### config.mk
export PLATFORM = sky130hd
export DESIGN_NAME = ex_ctrl_flat
export DESIGN_NICKNAME = d
export VERILOG_FILES = /design/src/rtl/core_pkg.sv /design/src/rtl/ex_ctrl_if.sv /design/src/rtl/ex_ctrl_sat_counter.sv /design/src/rtl/ex_ctrl.sv /design/src/flat_wrapper.sv
export SDC_FILE = /design/constraint.sdc
export NUM_CORES = 1
export LEC_CHECK = 0
export ABC_AREA = 1
export BUFFER_PORTS_ARGS = -buffer_cell sky130_fd_sc_hd__buf_2
export CAP_MARGIN = 0
export CORE_UTILIZATION = 46
export CTS_BUF_LIST = sky130_fd_sc_hd__clkbuf_4 sky130_fd_sc_hd__clkbuf_8
export DETAILED_ROUTE_END_ITERATION = 8
export PLACE_DENSITY = 0.95
export SYNTH_ARGS = -nofsm -noshare
export SYNTH_HDL_FRONTEND = slang
export SYNTH_SLANG_ARGS = --single-unit
### constraint.sdc
create_clock -name clk_i -period 4.5 [get_ports clk_i]
set_clock_uncertainty 0.15 [all_clocks]
set_input_delay 0 -clock clk_i [delete_from_list [all_inputs] [get_ports clk_i]]
set_output_delay 0 -clock clk_i [all_outputs]
set_load 0.01 [all_outputs]
### src/rtl/core_pkg.sv
// Shared core types for the execute-stage controller.
// Latency: n/a (types and constants only).
// Backpressure: n/a.
// Contents: ex_ctrl_state_t FSM encoding, MD_TIMEOUT default, counter widths.
package core_pkg;

    typedef enum logic [1:0] {
        RUN     = 2'd0,
        FLUSH   = 2'd1,
        LU_HOLD = 2'd2,
        MD_WAIT = 2'd3
    } ex_ctrl_state_t;

    // Default number of MD_WAIT cycles before a mul/div op is abandoned.
    localparam int unsigned MD_TIMEOUT_DEFAULT = 64;

    localparam int unsigned FLUSH_CNT_W = 3;
    localparam int unsigned MD_CNT_W    = 8;

endpackage

### src/rtl/ex_ctrl_if.sv
// EX-stage control bundle: branch/hazard/mul-div requests in, stall/flush/redirect out.
// Latency: n/a (wiring only).
// Backpressure: n/a; stall_* outputs are the backpressure to the pipeline registers.
// Modports: slave = ex_ctrl (consumes EX requests), master = EX datapath / pipeline side.
interface ex_ctrl_if;

    logic        br_taken_i;
    logic [31:0] new_pc_i;
    logic        ld_use_i;
    logic        md_req_i;
    logic        md_done_i;

    logic        pc_sel_o;
    logic [31:0] pc_redirect_o;
    logic        stall_if_o;
    logic        stall_id_o;
    logic        stall_ex_o;
    logic        flush_if_o;
    logic        flush_id_o;
    logic        flush_ex_o;
    logic        md_go_o;
    logic        md_err_o;
    logic        busy_o;

    modport slave (
        input  br_taken_i, new_pc_i, ld_use_i, md_req_i, md_done_i,
        output pc_sel_o, pc_redirect_o,
        output stall_if_o, stall_id_o, stall_ex_o,
        output flush_if_o, flush_id_o, flush_ex_o,
        output md_go_o, md_err_o, busy_o
    );

    modport master (
        output br_taken_i, new_pc_i, ld_use_i, md_req_i, md_done_i,
        input  pc_sel_o, pc_redirect_o,
        input  stall_if_o, stall_id_o, stall_ex_o,
        input  flush_if_o, flush_id_o, flush_ex_o,
        input  md_go_o, md_err_o, busy_o
    );

endinterface

### src/rtl/ex_ctrl_sat_counter.sv
// Saturating event counter: increments once per cycle with inc_i, sticks at all-ones.
// Latency: count reflects an event one cycle after inc_i.
// Backpressure: none; inc_i is sampled every cycle.
// Ports: clk_i, rst_n_i (async active-low), inc_i, cnt_o[W-1:0].
module sat_counter #(
    parameter int unsigned W = 32
) (
    input  logic         clk_i,
    input  logic         rst_n_i,
    input  logic         inc_i,
    output logic [W-1:0] cnt_o
);

    logic [W-1:0] cnt_q, cnt_d;

    always_comb begin
        cnt_d = cnt_q;
        if (inc_i && (cnt_q != {W{1'b1}})) begin
            cnt_d = cnt_q + {{(W-1){1'b0}}, 1'b1};
        end
    end

    always_ff @(posedge clk_i or negedge rst_n_i) begin
        if (!rst_n_i) begin
            cnt_q <= '0;
        end else begin
            cnt_q <= cnt_d;
        end
    end

    assign cnt_o = cnt_q;

endmodule

### src/rtl/ex_ctrl.sv
// EX-stage pipeline controller: branch redirect/flush, load-use bubble, mul/div sequencing.
// Latency: redirect, stalls and flushes are combinational; md_err_o is decoded from flops only.
// Backpressure: holds IF/ID(/EX) via stall_*_o for load-use (1 cycle) and mul/div (1 + wait cycles).
// Ports: clk_i, rst_n_i, bus (ex_ctrl_if.slave); with EX_CTRL_PERF_EN defined also
//        perf_stall_o / perf_flush_o (32-bit saturating cycle/redirect counters).
module ex_ctrl
    import core_pkg::*;
#(
    parameter int unsigned IMEM_LAT   = 1,
    parameter int unsigned MD_TIMEOUT = MD_TIMEOUT_DEFAULT
) (
    input  logic        clk_i,
    input  logic        rst_n_i,
    ex_ctrl_if.slave    bus
`ifdef EX_CTRL_PERF_EN
    ,
    output logic [31:0] perf_stall_o,
    output logic [31:0] perf_flush_o
`endif
);

    localparam logic [FLUSH_CNT_W-1:0] FLUSH_LOAD = FLUSH_CNT_W'(IMEM_LAT);
    localparam logic [MD_CNT_W-1:0]    MD_LOAD    = MD_CNT_W'(MD_TIMEOUT);
    localparam bit                     HAS_FLUSH  = (IMEM_LAT != 0);

    ex_ctrl_state_t         state_q, state_d;
    logic [FLUSH_CNT_W-1:0] flush_cnt_q, flush_cnt_d;
    logic [MD_CNT_W-1:0]    md_cnt_q, md_cnt_d;

    logic pc_sel;
    logic stall_if, stall_id, stall_ex;
    logic flush_if, flush_id, flush_ex;
    logic md_go;
    logic md_timeout;

    // Timeout is a pure function of state and counter, so md_err_o has no
    // input-to-output path. A done pulse that lands on the expiry cycle is
    // treated as too late and the op is still abandoned.
    assign md_timeout = (state_q == MD_WAIT) && (md_cnt_q == '0);

    always_comb begin
        state_d     = state_q;
        flush_cnt_d = flush_cnt_q;
        md_cnt_d    = md_cnt_q;
        pc_sel      = 1'b0;
        stall_if    = 1'b0;
        stall_id    = 1'b0;
        stall_ex    = 1'b0;
        flush_if    = 1'b0;
        flush_id    = 1'b0;
        flush_ex    = 1'b0;
        md_go       = 1'b0;

        case (state_q)
            // LU_HOLD behaves like RUN except that ld_use_i is masked, so the
            // same load cannot produce a second bubble.
            RUN, LU_HOLD: begin
                state_d = RUN;
                if (bus.br_taken_i) begin
                    pc_sel   = 1'b1;
                    flush_if = 1'b1;
                    flush_id = 1'b1;
                    if (HAS_FLUSH) begin
                        state_d     = FLUSH;
                        flush_cnt_d = FLUSH_LOAD;
                    end
                end else if (bus.md_req_i) begin
                    md_go    = 1'b1;
                    stall_if = 1'b1;
                    stall_id = 1'b1;
                    stall_ex = 1'b1;
                    md_cnt_d = MD_LOAD;
                    state_d  = MD_WAIT;
                end else if (bus.ld_use_i && (state_q == RUN)) begin
                    stall_if = 1'b1;
                    stall_id = 1'b1;
                    flush_ex = 1'b1;
                    state_d  = LU_HOLD;
                end
            end

            // Wrong-path fetches still arriving from synchronous IMEM; EX holds
            // a bubble so its requests are ignored here.
            FLUSH: begin
                flush_if    = 1'b1;
                flush_cnt_d = flush_cnt_q - 1'b1;
                if (flush_cnt_q <= 1) begin
                    state_d = RUN;
                end
            end

            MD_WAIT: begin
                if (md_timeout) begin
                    flush_ex = 1'b1;
                    state_d  = RUN;
                end else if (bus.md_done_i) begin
                    // Stalls drop in the done cycle so the result advances.
                    state_d = RUN;
                end else begin
                    stall_if = 1'b1;
                    stall_id = 1'b1;
                    stall_ex = 1'b1;
                    md_cnt_d = md_cnt_q - 1'b1;
                end
            end

            default: state_d = RUN;
        endcase
    end

    always_ff @(posedge clk_i or negedge rst_n_i) begin
        if (!rst_n_i) begin
            state_q     <= RUN;
            flush_cnt_q <= '0;
            md_cnt_q    <= '0;
        end else begin
            state_q     <= state_d;
            flush_cnt_q <= flush_cnt_d;
            md_cnt_q    <= md_cnt_d;
        end
    end

    // Combinational outputs are qualified with reset so every output reads 0
    // while rst_n_i is low, regardless of what EX is presenting.
    assign bus.pc_sel_o      = rst_n_i & pc_sel;
    assign bus.pc_redirect_o = (rst_n_i & pc_sel) ? bus.new_pc_i : 32'h0;
    assign bus.stall_if_o    = rst_n_i & stall_if;
    assign bus.stall_id_o    = rst_n_i & stall_id;
    assign bus.stall_ex_o    = rst_n_i & stall_ex;
    assign bus.flush_if_o    = rst_n_i & flush_if;
    assign bus.flush_id_o    = rst_n_i & flush_id;
    assign bus.flush_ex_o    = rst_n_i & flush_ex;
    assign bus.md_go_o       = rst_n_i & md_go;
    assign bus.md_err_o      = md_timeout;
    assign bus.busy_o        = (state_q != RUN);

    // Branch and mul/div both originate from the single instruction in EX.
    br_md_exclusive: assert property (
        @(posedge clk_i) disable iff (!rst_n_i) !(bus.br_taken_i && bus.md_req_i)
    );

`ifdef EX_CTRL_PERF_EN
    sat_counter #(.W(32)) u_perf_stall (
        .clk_i   (clk_i),
        .rst_n_i (rst_n_i),
        .inc_i   (bus.stall_id_o),
        .cnt_o   (perf_stall_o)
    );

    sat_counter #(.W(32)) u_perf_flush (
        .clk_i   (clk_i),
        .rst_n_i (rst_n_i),
        .inc_i   (bus.pc_sel_o),
        .cnt_o   (perf_flush_o)
    );
`endif

endmodule
### src/flat_wrapper.sv
// flat-port wrapper written by rule: the top's interface ports become plain ports
module ex_ctrl_flat import core_pkg::*;
#(
    parameter int unsigned IMEM_LAT   = 1,
    parameter int unsigned MD_TIMEOUT = MD_TIMEOUT_DEFAULT
)
  (clk_i, rst_n_i, bus_br_taken_i, bus_new_pc_i, bus_ld_use_i, bus_md_req_i, bus_md_done_i, bus_pc_sel_o, bus_pc_redirect_o, bus_stall_if_o, bus_stall_id_o, bus_stall_ex_o, bus_flush_if_o, bus_flush_id_o, bus_flush_ex_o, bus_md_go_o, bus_md_err_o, bus_busy_o);
  ex_ctrl_if bus_i ();
  input  logic clk_i;
  input  logic rst_n_i;
  input wire logic [$bits(bus_i.br_taken_i)-1:0] bus_br_taken_i;
  input wire logic [$bits(bus_i.new_pc_i)-1:0] bus_new_pc_i;
  input wire logic [$bits(bus_i.ld_use_i)-1:0] bus_ld_use_i;
  input wire logic [$bits(bus_i.md_req_i)-1:0] bus_md_req_i;
  input wire logic [$bits(bus_i.md_done_i)-1:0] bus_md_done_i;
  output wire logic [$bits(bus_i.pc_sel_o)-1:0] bus_pc_sel_o;
  output wire logic [$bits(bus_i.pc_redirect_o)-1:0] bus_pc_redirect_o;
  output wire logic [$bits(bus_i.stall_if_o)-1:0] bus_stall_if_o;
  output wire logic [$bits(bus_i.stall_id_o)-1:0] bus_stall_id_o;
  output wire logic [$bits(bus_i.stall_ex_o)-1:0] bus_stall_ex_o;
  output wire logic [$bits(bus_i.flush_if_o)-1:0] bus_flush_if_o;
  output wire logic [$bits(bus_i.flush_id_o)-1:0] bus_flush_id_o;
  output wire logic [$bits(bus_i.flush_ex_o)-1:0] bus_flush_ex_o;
  output wire logic [$bits(bus_i.md_go_o)-1:0] bus_md_go_o;
  output wire logic [$bits(bus_i.md_err_o)-1:0] bus_md_err_o;
  output wire logic [$bits(bus_i.busy_o)-1:0] bus_busy_o;
  assign bus_i.br_taken_i = bus_br_taken_i;
  assign bus_i.new_pc_i = bus_new_pc_i;
  assign bus_i.ld_use_i = bus_ld_use_i;
  assign bus_i.md_req_i = bus_md_req_i;
  assign bus_i.md_done_i = bus_md_done_i;
  assign bus_pc_sel_o = bus_i.pc_sel_o;
  assign bus_pc_redirect_o = bus_i.pc_redirect_o;
  assign bus_stall_if_o = bus_i.stall_if_o;
  assign bus_stall_id_o = bus_i.stall_id_o;
  assign bus_stall_ex_o = bus_i.stall_ex_o;
  assign bus_flush_if_o = bus_i.flush_if_o;
  assign bus_flush_id_o = bus_i.flush_id_o;
  assign bus_flush_ex_o = bus_i.flush_ex_o;
  assign bus_md_go_o = bus_i.md_go_o;
  assign bus_md_err_o = bus_i.md_err_o;
  assign bus_busy_o = bus_i.busy_o;
  ex_ctrl #(.IMEM_LAT(IMEM_LAT), .MD_TIMEOUT(MD_TIMEOUT)) u_core (.clk_i(clk_i), .rst_n_i(rst_n_i), .bus(bus_i));
endmodule
==> summary.md, run 1 <==
## Outcome
• finished clean — status

## STA
• 0 ns — sum of negative setup slack
• 0 — hold violation total from the final report
• 0.382 GHz — Max Freq
• 0.582 — final worst path period share
• 0.436 — Relative slew margins
• false — unrepaired setup endpoints after global routing
• 2.62 ns — fin crit period
• 0.0263 ns — final hold slack
• 0 — Max Slew Vio Count
• 1.88 ns — min setup slack post-route
• 0.846 ns — slew at the pin closest to its max-slew limit
• 0 — Final setup violation count

## Placed design
• 0.847 — last weighted congestion value of the routability-driven placer
• 79 — count of buffers inserted at the top-level ports
• 2.79 ns — setup slack after placement
• 2240 um — DPL Wire Length

## Routing
• 9.73 um — WL per Instance
• 4.47 — ratio of routed vias to standard cells
• 1345 — via count
• 2930 um — routed wire length
• 50 — initial detailed-routing violation count
• 6 — count of TritonRoute iterations in the first routing pass
• 0 — residual antenna-violating net count after detailed routing
• 0 — number of remaining DRC errors

## Floorplanning
• 80 — IO Pins
• 0.00268 mm^2 — area of the die
• 51.8 um — Die Y
• 51.8 um — x dimension of the die
• 17 — FP Rows
• 0.00228 mm^2 — Core Area
• 0.501 — effective utilization at floorplan

## Critical path
• 0.63 ns — highest cell delay on the worst timing path
• 2.47 ns — Crit path arrival time
• in2out — type of the worst setup path
• input port — type of origin of the critical path
• 2.74 ns — FF-to-FF setup slack
• buffers and inverters — CP delay by family, top
• 4.35 ns — CP Data Required Time
• 32 — Critical Path Fanout Max
• rst_n_i — launching element of the worst setup path
• u_core.md_cnt_q[2] — destination of the worst register-to-register timing path
• 9 — depth of the worst register-to-register path
• 6 — combined buffer and inverter count along the critical path
• u_core.md_cnt_q[0] — startpoint of the lowest-slack register-to-register path
• inv_1 — cell with the largest stage delay on the worst path
• dlygate4sd3_1 > dlygate4sd3_1 > buf_2 > inv_1 > nor2_1 > inv_1 > nor2_1 > buf_2 — crit-path cells
• primary output — CP Capture Type

## Pwr
• 0.00115 uW — leakage power total
• 456 mW/mm^2 — power per cell area
• 0.000413 V — highest ir drop seen on vdd

## Synthesis
• 0.285 — area share of the leading cell type in the synthesized netlist
• 6.00 um^2 — mean instance size in the synthesized netlist
• 13 — register bit count reported by yosys
• 0.0329 — arithmetic-cell share of the synthesized area counting full adders, half adders and majority gates
• 0.353 — synthesized-area fraction occupied by and/or/nand/nor cells
• 0 — yosys synthesis warning count
• dfrtp_1 29%, inv_1 18%, nor2_1 14% — cell types with the largest area share after synthesis
• 0 — proportion of synthesized area in mux cells
• 0.0604 — synthesized-area fraction occupied by ao, oa, aoi and oai cells
• 0.00114 mm^2 — summed instance area of the synthesized netlist
• 190 — gate count of the mapped netlist
• dfrtp_1 — leading area contributor after synthesis
• 231 — nets in the synthesized netlist
• 0.0231 — XOR/XNOR Fraction of Synth Area
• 0.285 — share of the yosys chip area belonging to registers
• simple AND/OR/NAND/NOR gates — dominant combinational cell family by area after synthesis
• 20 — number of distinct library cell variants in the gate-level netlist after synthesis

## Clock network
• clkbuf_4 — clk root buf
• 0 — Setup Fix Bufs, Post-CTS
• 0.08 ns — clk slew on worst S/H paths
• done — TritonCTS clock tree
• 7 — hold buffer count at cts
• 0 — Resize count post-CTS
• 3 — total clock buffers created by CTS
• 0.28 ns — clock latency at the later pin of the worst-skew pair
• 2 — worst-case clock buffer depth
• 13 — sink count of the clock tree
• 1 — maximum level of the CTS H-tree

## Worst hold path
• bus_ld_use_i — launch point of the worst hold path
• in2reg — Min-Delay Path Class
• u_core.state_q[1] — worst hold endpoint
• 7 — Min-Delay Path Depth

## Finish
• 0.322 — layout cell share with drive strength beyond 1
• 315 — Final nets
• 0 — antenna cells
• 172 — Layout fillers
• 40.5% — Layout area overhead

## Global routing
• 0.220 — global-route usage over all layers
• 33 — maximum number of pins on one net before global-route repair
• 0 — number of antenna violations at the first check in global routing
• 1045 — number of global-route vias before repair
• 0 — global route total overflow
• 4460 um — wire length of the first global-routing pass

## Job
• 0 — max-cap violation count

==> through the flow <==
stage          utilization  power [uW]  area [um^2]  instances
3_5_place_dp         0.660         638         1500        290
6_report             0.704         731         1600        301
3_3_place_gp         0.660         629         1500        290
5_1_grt              0.704         804         1600        301
4_1_cts              0.704         725         1600        301
2_1_floorplan            -         539         1140        190
==> synthesized netlist by cell type <==
master and n:
a21oi_1 6, buf_2 1, buf_4 2, buf_6 3, buf_8 1, dfrtp_1 13, ha_1 3, inv_1 55
inv_2 1, nand2_1 33, nand2_4 1, nand3_1 12, nand3_4 1, nand4_1 2, nor2_1 44, nor2_2 2
o211ai_1 1, o21ai_0 5, o22ai_1 1, xor2_1 3
==> where the power goes <==
part | switching, uW | leakage [uW] | internal [uW]
Sequential | 45.8 | 0.000166 | 170
Clock | 39.2 | 0.0000184 | 40.4
Combinational | 271 | 0.000965 | 165
==> flip-flops by register name, indices dropped and copies added (netlist names) <==
register and flops:
u_core.flush_cnt_q 3, u_core.md_cnt_q 8, u_core.state_q 2
==> cell usage in the layout, fill, tap and decap left out, drive strengths merged <==
master        n
buf          79
inv          56
nor2         46
nand2        34
dfrtp        13
nand3        13
dlygate4sd3   7
a21oi         6
o21ai         5
clkbuf        4
xor2          3
ha            3
nand4         2
o211ai        1
o22ai         1
==> layout make-up <==
class,instances,area (um^2),area share
Clock buffer,4,30.0,0.0187
Inverter,56,210,0.131
Multi-Input combinational cell,114,536,0.334
Sequential cell,13,325,0.203
Tap cell,28,35.0,0.0219
Timing Repair Buffer,86,465,0.291
==> per-layer routing <==
metal,share of wire,track usage,vias to the layer above
li1,-,-,714
met1,0.46,0.291,566
met2,0.47,0.383,61
met3,0.064,0.0234,4
met4,0.0089,0.0541,0
met5,0,0,-
==> kinds of logic after synthesis <==
logic type / count (synthesis)
simple gates: 95
buf+inv: 63
compound gates: 13
flops: 13
xor+xnor: 3
fa+ha+maj: 3
==> worst max path at each step <==
stage                                        to  cells after the start
after floorplan                  bus_stall_if_o                      9
after global placement       u_core.md_cnt_q[0]                      9
after detailed placement     u_core.md_cnt_q[7]                      9
after CTS                 bus_pc_redirect_o[14]                      8
after global routing       bus_pc_redirect_o[0]                      8
final                     bus_pc_redirect_o[14]                      8
==> tightest hold or removal path, stage by stage <==
cell and delay (ns):
buf_2 0.10, inv_1 0.04, nor2_1 0.05, nand2_1 0.06, nand2_1 0.05, inv_1 0.06, nand2_1 0.05
Note: power is estimated with default switching activity, not from simulation.
==> run 2, diff against run 1 <==
Settings changed: CORE_UTILIZATION 46 to 42, PLACE_DENSITY 0.95 to 0.89.
Clock period 4.5 ns to 2.7 ns, I/O delays scaled along.
==> summary.md, run 2 (synthesized netlist as in run 1, its figures left out) <==
## Global routing
• 0 — global route total overflow, unchanged
• 0.203 — global-route usage over all layers, -0.0175
• 1004 — number of global-route vias before repair, -3.9%
• 4230 um — wire length of the first global-routing pass, -5.3%
• 33 — maximum number of pins on one net before global-route repair, unchanged
• 0 — number of antenna violations at the first check in global routing, unchanged

## Critical path
• primary output — CP Capture Type
• u_core.state_q[0] — launching element of the worst setup path
• u_core.md_cnt_q[0] — startpoint of the lowest-slack register-to-register path
• 0.97 ns — FF-to-FF setup slack, -1.77 ns
• 3 — combined buffer and inverter count along the critical path, -3
• 1.82 ns — Crit path arrival time, -0.65 ns
• 0.62 ns — highest cell delay on the worst timing path, about the same
• inv_1 > nand2_1 > nor2_1 > inv_1 > nor2_1 > buf_2 — crit-path cells
• 9 — depth of the worst register-to-register path, unchanged
• 6 — logic depth of the worst setup path including buffers, -2
• 32 — Critical Path Fanout Max, unchanged
• u_core.md_cnt_q[2] — destination of the worst register-to-register timing path
• 2.55 ns — CP Data Required Time, -1.80 ns
• reg2out — type of the worst setup path
• flop — type of origin of the critical path
• bus_pc_redirect_o[11] — crit path capture
• inv_1 — cell with the largest stage delay on the worst path
• buffers and inverters — CP delay by family, top

## Clock network
• 13 — sink count of the clock tree, unchanged
• 2 — worst-case clock buffer depth, unchanged
• 0.08 ns — clk slew on worst S/H paths, about the same
• 1 — maximum level of the CTS H-tree, unchanged
• clkbuf_4 — clk root buf
• 3 — total clock buffers created by CTS, unchanged
• 0 — Resize count post-CTS, unchanged
• 0.28 ns — clock latency at the later pin of the worst-skew pair, about the same
• done — TritonCTS clock tree

## Floorplanning
• 80 — IO Pins, unchanged
• 54.1 um — x dimension of the die, +4.5%
• 18 — FP Rows, +1
• 54.1 um — Die Y, +4.5%
• 0.00252 mm^2 — Core Area, +11%
• 0.452 — effective utilization at floorplan, -0.0489
• 0.00293 mm^2 — area of the die, +9.1%

## Finish
• 0.00160 mm^2 — post-route cell area, +0.16%
• 536 um^2 — Multi-input gate area, unchanged
• 40.7% — Layout area overhead
• 8 — max FFs per register, unchanged
• 325 um^2 — storage element area, unchanged
• 0.322 — layout cell share with drive strength beyond 1, unchanged
• 303 — filler-free cell count of the finished design, +0.66%
• 0.636 — share of the core filled with cells in the final layout, -0.0678
• u_core.md_cnt_q x8, u_core.flush_cnt_q x3, u_core.state_q x2 — largest registers
• buf_2 — most common cell after layout, fill and taps aside
• 224 — Layout fillers, +30%
• u_core.md_cnt_q — largest reg by FF count
• 0 — antenna cells, unchanged
• 315 — Final nets, unchanged
• 79 x buf_2, 55 x inv_1, 44 x nor2_1 — most frequent cells in the layout

## Pwr
• 0.00115 uW — leakage power total, unchanged
• 755 mW/mm^2 — power per cell area, +65%
• 0.000506 V — highest ir drop seen on vdd, +23%
• 1210 uW — Tot Pwr, +66%

## STA
• false — unrepaired setup endpoints after global routing
• 0.508 GHz — Max Freq
• 0.828 ns — slew at the pin closest to its max-slew limit, -0.0172 ns
• 0 — Max Slew Vio Count, unchanged
• 1.97 ns — fin crit period
• 0.447 — Relative slew margins, +0.0115
• 0 — Final setup violation count, unchanged
• 0.729 — final worst path period share
• 0 ns — sum of negative setup slack, unchanged
• 0 — hold violation total from the final report, unchanged

## Routing
• met4 — top metal layer carrying routed signals
• 0 — number of remaining DRC errors, unchanged
• 1230 um — routed length on met1, -9.1%
• 9.95 um — WL per Instance, +2.3%
• 338 um — detailed-routed wire length on met3, +81%
• 1410 um — sum of met2 wire segment lengths after detailed routing, +2.9%
• 4 — count of TritonRoute iterations in the first routing pass, -2
• 0 — residual antenna-violating net count after detailed routing, unchanged
• 25 — initial detailed-routing violation count, -50%
• 1295 — via count, -3.7%
• 4.27 — ratio of routed vias to standard cells, -4.4%
• 3020 um — routed wire length, +2.9%

## Placed design
• 292 — number of cells after detailed placement, +0.69%
• 2300 um — DPL Wire Length, +2.6%
• 0.812 — last weighted congestion value of the routability-driven placer, -4.1%
• 0.00150 mm^2 — DP Area, +0.17%
• 79 — count of buffers inserted at the top-level ports, unchanged

## Worst hold path
• in2out — Min-Delay Path Class

## Job
• 0 — max-cap violation count, unchanged

## Outcome
• finished clean — status

==> run 2: cell counts in the layout (fill, tap and decap cells not counted) <==
No cell type changed its count.
==> run 2: what timing repair did <==
action,4_1_cts,5_1_grt
buffers inserted,0,0
setup endpoints to repair,0,0
hold endpoints to repair,18,0
hold buffers,7,0
==> run 2: worst min-delay path by stage <==
stage	end	start	cells past startpoint	slack, ns
finish	bus_pc_redirect_o[6]	bus_new_pc_i[6]	4	0.14
global route	bus_pc_redirect_o[4]	bus_new_pc_i[4]	4	0.16
CTS	bus_pc_redirect_o[10]	bus_new_pc_i[10]	4	0.14
detailed placement	u_core.md_cnt_q[7]	rst_n_i	1	-0.24
global placement	u_core.md_cnt_q[7]	rst_n_i	1	-0.25
floorplan	u_core.flush_cnt_q[0]	rst_n_i	0	-0.45
==> run 2: power by group <==
group,switching [uW],total [uW],internal [uW]
Sequential,71.6,354,283
Clock,64.4,132,67.5
Combinational,451,724,273
Total,587,1210,624
==> run 2: layer usage <==
metal  up-vias  global-route usage
met1       524               0.232
met4         0              0.0641
met2        59               0.366
li1        707                   -
met5         -                   0
met3         5              0.0508
==> run 2: worst reg2reg max path, cell delays in order (launching register included) <==
cell	delay, ns
dfrtp_1	0.38
inv_1	0.09
ha_1	0.23
nand2_1	0.09
nor2_2	0.17
nand3_4	0.12
nand2_4	0.14
inv_1	0.12
nand2_1	0.07
nand2_1	0.05
==> run 2: stage by stage <==
step                worst slack [ns]  hold slack [ns]
finish                         0.733            0.141
global route                   0.527            0.156
CTS                            0.745            0.141
detailed placement             0.978           -0.241
global placement                1.02           -0.253
floorplan                       1.07           -0.446
==> run 2: cell type report <==
| cell class | count | area share |
|---|---|---|
| Inverter | 56 | 0.131 |
| Timing Repair Buffer | 86 | 0.290 |
| Tap cell | 30 | 0.0234 |
| Clock buffer | 4 | 0.0187 |
| Multi-Input combinational cell | 114 | 0.334 |
| Sequential cell | 13 | 0.203 |
